[src/rtl/axis_tag_framer_pkg.sv]
// Shared types and defaults for the tag-aligned AXI4-Stream framer.
package axis_tag_framer_pkg;
   localparam int TAG_BIT_DEFAULT     = 208;
   localparam int TDATA_WIDTH_DEFAULT = 256;

   typedef enum logic {IDLE, FRAME} state_t;
endpackage

[src/rtl/axis_skid_buffer.sv]
// Two-entry registered stream buffer; ready is derived from registered occupancy only.
module axis_skid_buffer #(
   parameter int DATA_WIDTH = 257
) (
   input  logic                  aclk,
   input  logic                  aresetn,
   input  logic                  push_valid,
   output logic                  push_ready,
   input  logic [DATA_WIDTH-1:0] push_data,
   output logic                  pop_valid,
   input  logic                  pop_ready,
   output logic [DATA_WIDTH-1:0] pop_data
);
   logic [1:0]            count;
   logic [DATA_WIDTH-1:0] head, tail;
   logic                  push, pop;

   assign push_ready = (count != 2'd2);
   assign pop_valid  = (count != 2'd0);
   assign pop_data   = head;
   assign push       = push_valid & push_ready;
   assign pop        = pop_valid & pop_ready;

   always_ff @(posedge aclk or negedge aresetn) begin
      if (!aresetn) begin
         count <= 2'd0;
         head  <= '0;
         tail  <= '0;
      end else begin
         case ({push, pop})
            2'b11: begin
               // occupancy unchanged: the new word lands behind whatever remains
               if (count == 2'd1) begin
                  head <= push_data;
               end else begin
                  head <= tail;
                  tail <= push_data;
               end
            end
            2'b10: begin
               if (count == 2'd0) head <= push_data;
               else               tail <= push_data;
               count <= count + 2'd1;
            end
            2'b01: begin
               head  <= tail;
               count <= count - 2'd1;
            end
            default: ;
         endcase
      end
   end
endmodule

[src/rtl/axis_tag_framer.sv]
// Cuts a tagged sample stream into fixed-length frames that start on a tagged word.
module axis_tag_framer
   import axis_tag_framer_pkg::*;
#(
   parameter int AXIS_TDATA_WIDTH = TDATA_WIDTH_DEFAULT,
   parameter int TAG_BIT          = TAG_BIT_DEFAULT,
   parameter int CNTR_WIDTH       = 16,
   parameter int CLEAR_TAG        = 0
) (
   input  logic                        aclk,
   input  logic                        aresetn,
   input  logic                        cfg_enable,
   input  logic [CNTR_WIDTH-1:0]       cfg_length,
   output logic [31:0]                 sts_frames,
   output logic [31:0]                 sts_dropped,
   output logic [31:0]                 sts_missed,
   output logic                        s_axis_tready,
   input  logic [AXIS_TDATA_WIDTH-1:0] s_axis_tdata,
   input  logic                        s_axis_tvalid,
   input  logic                        m_axis_tready,
   output logic [AXIS_TDATA_WIDTH-1:0] m_axis_tdata,
   output logic                        m_axis_tvalid,
   output logic                        m_axis_tlast
);
   state_t                      state_q, state_d;
   logic [CNTR_WIDTH-1:0]       counter, len_reg;
   logic                        buf_ready, accept, tag;
   logic                        push, last, start, frame_done, drop, missed;
   logic [AXIS_TDATA_WIDTH-1:0] out_word;

   assign s_axis_tready = buf_ready;
   assign accept        = s_axis_tvalid & buf_ready;
   assign tag           = s_axis_tdata[TAG_BIT];

   always_comb begin
      out_word = s_axis_tdata;
      if (CLEAR_TAG != 0) out_word[TAG_BIT] = 1'b0;
   end

   always_comb begin
      state_d    = state_q;
      push       = 1'b0;
      last       = 1'b0;
      start      = 1'b0;
      frame_done = 1'b0;
      drop       = 1'b0;
      missed     = 1'b0;
      case (state_q)
         IDLE: begin
            if (accept) begin
               if (tag && cfg_enable && (cfg_length != '0)) begin
                  push  = 1'b1;
                  start = 1'b1;
                  if (cfg_length == CNTR_WIDTH'(1)) begin
                     last       = 1'b1;
                     frame_done = 1'b1;
                  end else begin
                     state_d = FRAME;
                  end
               end else begin
                  drop = 1'b1;
               end
            end
         end
         FRAME: begin
            if (accept) begin
               push   = 1'b1;
               missed = tag;
               if (counter == len_reg - CNTR_WIDTH'(1)) begin
                  last       = 1'b1;
                  frame_done = 1'b1;
                  state_d    = IDLE;
               end
            end
         end
         default: state_d = IDLE;
      endcase
   end

   always_ff @(posedge aclk or negedge aresetn) begin
      if (!aresetn) begin
         state_q     <= IDLE;
         counter     <= '0;
         len_reg     <= '0;
         sts_frames  <= 32'd0;
         sts_dropped <= 32'd0;
         sts_missed  <= 32'd0;
      end else begin
         state_q <= state_d;
         if (start) len_reg <= cfg_length;
         if (start) counter <= last ? '0 : CNTR_WIDTH'(1);
         else if (push) counter <= last ? '0 : counter + CNTR_WIDTH'(1);
         if (frame_done) sts_frames  <= sts_frames + 32'd1;
         if (drop)       sts_dropped <= sts_dropped + 32'd1;
         if (missed)     sts_missed  <= sts_missed + 32'd1;
      end
   end

   axis_skid_buffer #(
      .DATA_WIDTH(AXIS_TDATA_WIDTH + 1)
   ) u_skid (
      .aclk      (aclk),
      .aresetn   (aresetn),
      .push_valid(push),
      .push_ready(buf_ready),
      .push_data ({last, out_word}),
      .pop_valid (m_axis_tvalid),
      .pop_ready (m_axis_tready),
      .pop_data  ({m_axis_tlast, m_axis_tdata})
   );
endmodule

[config.mk]
export PLATFORM = sky130hd
export DESIGN_NAME = axis_tag_framer
export DESIGN_NICKNAME = d
export VERILOG_FILES = /design/src/rtl/axis_tag_framer_pkg.sv /design/src/rtl/axis_skid_buffer.sv /design/src/rtl/axis_tag_framer.sv
export SDC_FILE = /design/constraint.sdc
export NUM_CORES = 1
export LEC_CHECK = 0
export ABC_AREA = 1
export CAP_MARGIN = 20
export CORE_MARGIN = 1
export CORE_UTILIZATION = 53
export DETAILED_ROUTE_END_ITERATION = 6
export MAX_ROUTING_LAYER = met4
export PLACE_DENSITY = 0.81
export SLEW_MARGIN = 20
export SYNTH_ARGS = -nofsm -noshare
export SYNTH_HDL_FRONTEND = slang
export SYNTH_SLANG_ARGS = --single-unit
[constraint.sdc]
create_clock -name aclk -period 3.85 [get_ports aclk]
set_clock_uncertainty 0.2 [all_clocks]
set_input_delay 1.155 -clock aclk [delete_from_list [all_inputs] [get_ports aclk]]
set_output_delay 1.155 -clock aclk [all_outputs]
set_load 0.005 [all_outputs]
==> run metrics <==
vias in the first global route slightly above 30000; highest routed layer met4; Via density roughly 5.7; Max Root-Sink Buffers 3; DP Wirelength 73600 um; num rows 91; Tcrit/Tclk final a little over nine tenths; worst setup path class input port to flip-flop; Die Y 253 um; H-tree depth 3; met2 wire length 50000 um; number of synthesized flops with an enable pin 0; antenna violations before repair 4; GRT Overall Usage around 34%; die area about 64000 um2; synthesized area 33300 um2; RSZ-0062 raised after global routing false; Hold Fails Final Rpt 0; Max FO, Critical Path 35; YS warnings 0; Detail Route Antenna Nets 0; power per cell area ~800 nW/um2; Reg power frac roughly 34%; DRC violations left 0; Slew HR 46.7%; Post-Route M1 WL 43400 um; Clock power frac approximately 21%; largest net degree at the start of global routing between 150 and 200; Synth cell types 40; Seq/Total Area, Yosys between 40 and 50%; first-pass GRT wire length around 170000 um; status finished, final reports clean; Async S/R FF share, synth 100%; leakage power between 15 and 20 nW; P_sw between 0.01 and 0.015 W; CP endpoint kind flip-flop; Port Buf Inserts around 630; fraction of layout cells with a size suffix above 1 6.55%; Worst Setup Slack, final ~120 ps; Final setup viols 0; transition time of the tightest slew-check pin about 800 ps; CP arrival 4040 ps; P_int around 0.022 W; Inst Count DP 5705; Gate power share between 40% and 50%; average size of a mapped cell between 7 and 8 um2; gpl congestion 0.959; post-CTS setup buffers 0; Non-Filler Instances slightly below 6000; met3 wire len between 8000 and 9000 um; critical path required time 4160 ps; fin crit period 3730 ps; grt total ovfl 0; Mapped Cells approximately 4400; worst slack, placed -415 ps; nets 5230; Die W 253 um; CP Launch Type input port; First DRT Iteration DRCs between 3000 and 4000; Clk Latency, worst-skew pair about 610 ps; clock slew at reported path FFs 60 ps; Core Util, Final about 72%; ys flop type dfrtp_1; max-slew violations 0; root buffer cell clkbuf_16; # Max-Cap Violations 0; Setup TNS Final 0 ps; Sw Share around 40%; I/O pins approximately 630; final wirelength between 100000 and 150000 um; WL/cell around 18 um; Core Area ~62000 um2; post-synth net total between 4000 and 5000; routed vias 33200; Initial Utilization 53.8%; Layout area overhead 33.0%; FMAX between 200 and 300 MHz; TritonCTS clock tree done; clk sinks about 650; Min-Delay Path Class flip-flop to flip-flop; DRT Pass-1 Iters 6; Max VDD drop 0.544 mV; # hold bufs at CTS 0; Num CTS Buffers slightly above 70; #FFs+latches synth around 650; Fillers between 4000 and 5000
worst paths after layout:
path / from / end / cells after the start / slack (ps)
setup / recovery: cfg_length[6] / u_skid.pop_data[16] / 16 / 120
hold / removal: u_skid.tail[17] / u_skid.tail[17] / 2 / 300
setup reg to reg: len_reg[0] / sts_frames[5] / 14 / 730
hold reg to reg: u_skid.tail[17] / u_skid.tail[17] / 2 / 300
max in group asynchronous: aresetn / u_skid.tail[181] / 2 / 2120
min in group asynchronous: aresetn / sts_missed[31] / 1 / 330
kinds of logic (layout without fill, tap and decap cells):
kind of cell             Yosys count  count (layout)  share of synthesized area, %
AND/OR/NAND/NOR                 1595            1595                          19.3
AO/OA/AOI/OAI                   1334            1334                          21.1
buffers and inverters            662            1295                          7.69
flip-flops                       645             645                          48.5
XOR/XNOR                         113             113                          2.97
adder cells (fa/ha/maj)           11              11                         0.413
other                              0               4                             0
layout by cell type (no fill, tap or decap), drive strengths merged, types with 3 or more instances in the layout:
| master | count |
|---|---|
| bufinv | 11 |
| nand3b | 4 |
| nand2 | 1081 |
| nor2 | 367 |
| xnor2 | 38 |
| inv | 370 |
| nor3 | 42 |
| clkbuf | 101 |
| nor4 | 21 |
| a21oi | 258 |
| dfrtp | 645 |
| nand4 | 23 |
| o32ai | 6 |
| clkdlybuf4s50 | 630 |
| nand3 | 51 |
| o31ai | 3 |
| xor2 | 75 |
| diode | 4 |
| clkinv | 10 |
| o21ai | 804 |
| ha | 11 |
| a31oi | 257 |
| buf | 172 |
area by class of cell:
cell class / count / area, um2 / share of cell area, %
inverters: 368 / 1400 / 3.15
diodes: 4 / 10.0 / 0.0226
well taps: 837 / 1050 / 2.36
multi-input cells: 3053 / 14700 / 33.1
repair buffers: 802 / 8560 / 19.3
flip-flops and latches: 645 / 16100 / 36.4
clock buffers: 101 / 2080 / 4.70
clock inverters: 24 / 424 / 0.957
metrics by stage:
| step | area [um2] | hold slack, ps | total power [W] |
|---|---|---|---|
| floorplan | 33300 | 265 | 0.0202 |
| global placement | 41800 | 268 | 0.0275 |
| detailed placement | 41800 | 271 | 0.0280 |
| CTS | 44300 | 301 | 0.0356 |
| global route | 44300 | 319 | 0.0379 |
| finish | 44300 | 303 | 0.0356 |
routing by layer:
layer  vias up  track usage [%]
li1      15600                -
met1     15800             44.7
met2      1541             51.8
met3       260             4.99
met4         0             13.0
met5         -                -
cell usage after synthesis (2+ instances only):
master    number  share of area (%)
o211ai_1       2              0.045
or2_2          2              0.038
nand2_1     1073                 12
a211oi_1       2              0.045
nand2_2        6               0.11
a31oi_1      257                4.8
nand2_4        2              0.068
o21ai_0      804                 12
nor3_1        37               0.56
ha_1          11               0.41
clkbuf_1     215                2.4
a21oi_1      258                3.9
nor4_1        18               0.34
inv_1        362                4.1
xor2_1        75                2.0
buf_4          2              0.045
nor2_2         6               0.11
nand3b_1       4              0.090
xnor2_1       38                1.0
o32ai_1        6               0.16
nor2_1       356                4.0
nor4_4         3               0.19
buf_1         24               0.27
nand3_1       46               0.69
nor2_4         4               0.14
dfrtp_1      645                 48
o31ai_1        3              0.068
nor3_2         4               0.12
or4_1          2              0.045
nand4_1       23               0.43
inv_2          5              0.056
buf_2         53               0.80
nand3_2        5               0.15
what timing repair did:
item                                   CTS  global route
resized for setup                        0             1
endpoints found under the hold margin    0             0
setup endpoints to repair                0             1
worst max-delay path: stages:
cell and delay, ps:
clkdlybuf4s50_1 480, inv_1 110, nand3_1 110, nor4_2 280
buf_4 190, nand3_1 100, nand3_1 120, nand2_1 180
inv_1 170, ha_4 180, buf_12 180, buf_12 220
nand2_1 80, o21ai_0 100, nand2_1 110, a31oi_1 230
power by group through the flow:
stage / combinational [W] / clock [W] / sequential (W)
2_1_floorplan: 0.00878 / 0 / 0.0114
3_3_place_gp: 0.0156 / 0 / 0.0119
3_5_place_dp: 0.0161 / 0 / 0.0119
4_1_cts: 0.0162 / 0.00744 / 0.0119
5_1_grt: 0.0179 / 0.00770 / 0.0122
6_report: 0.0163 / 0.00736 / 0.0120
(Power assumes the default switching activity.)
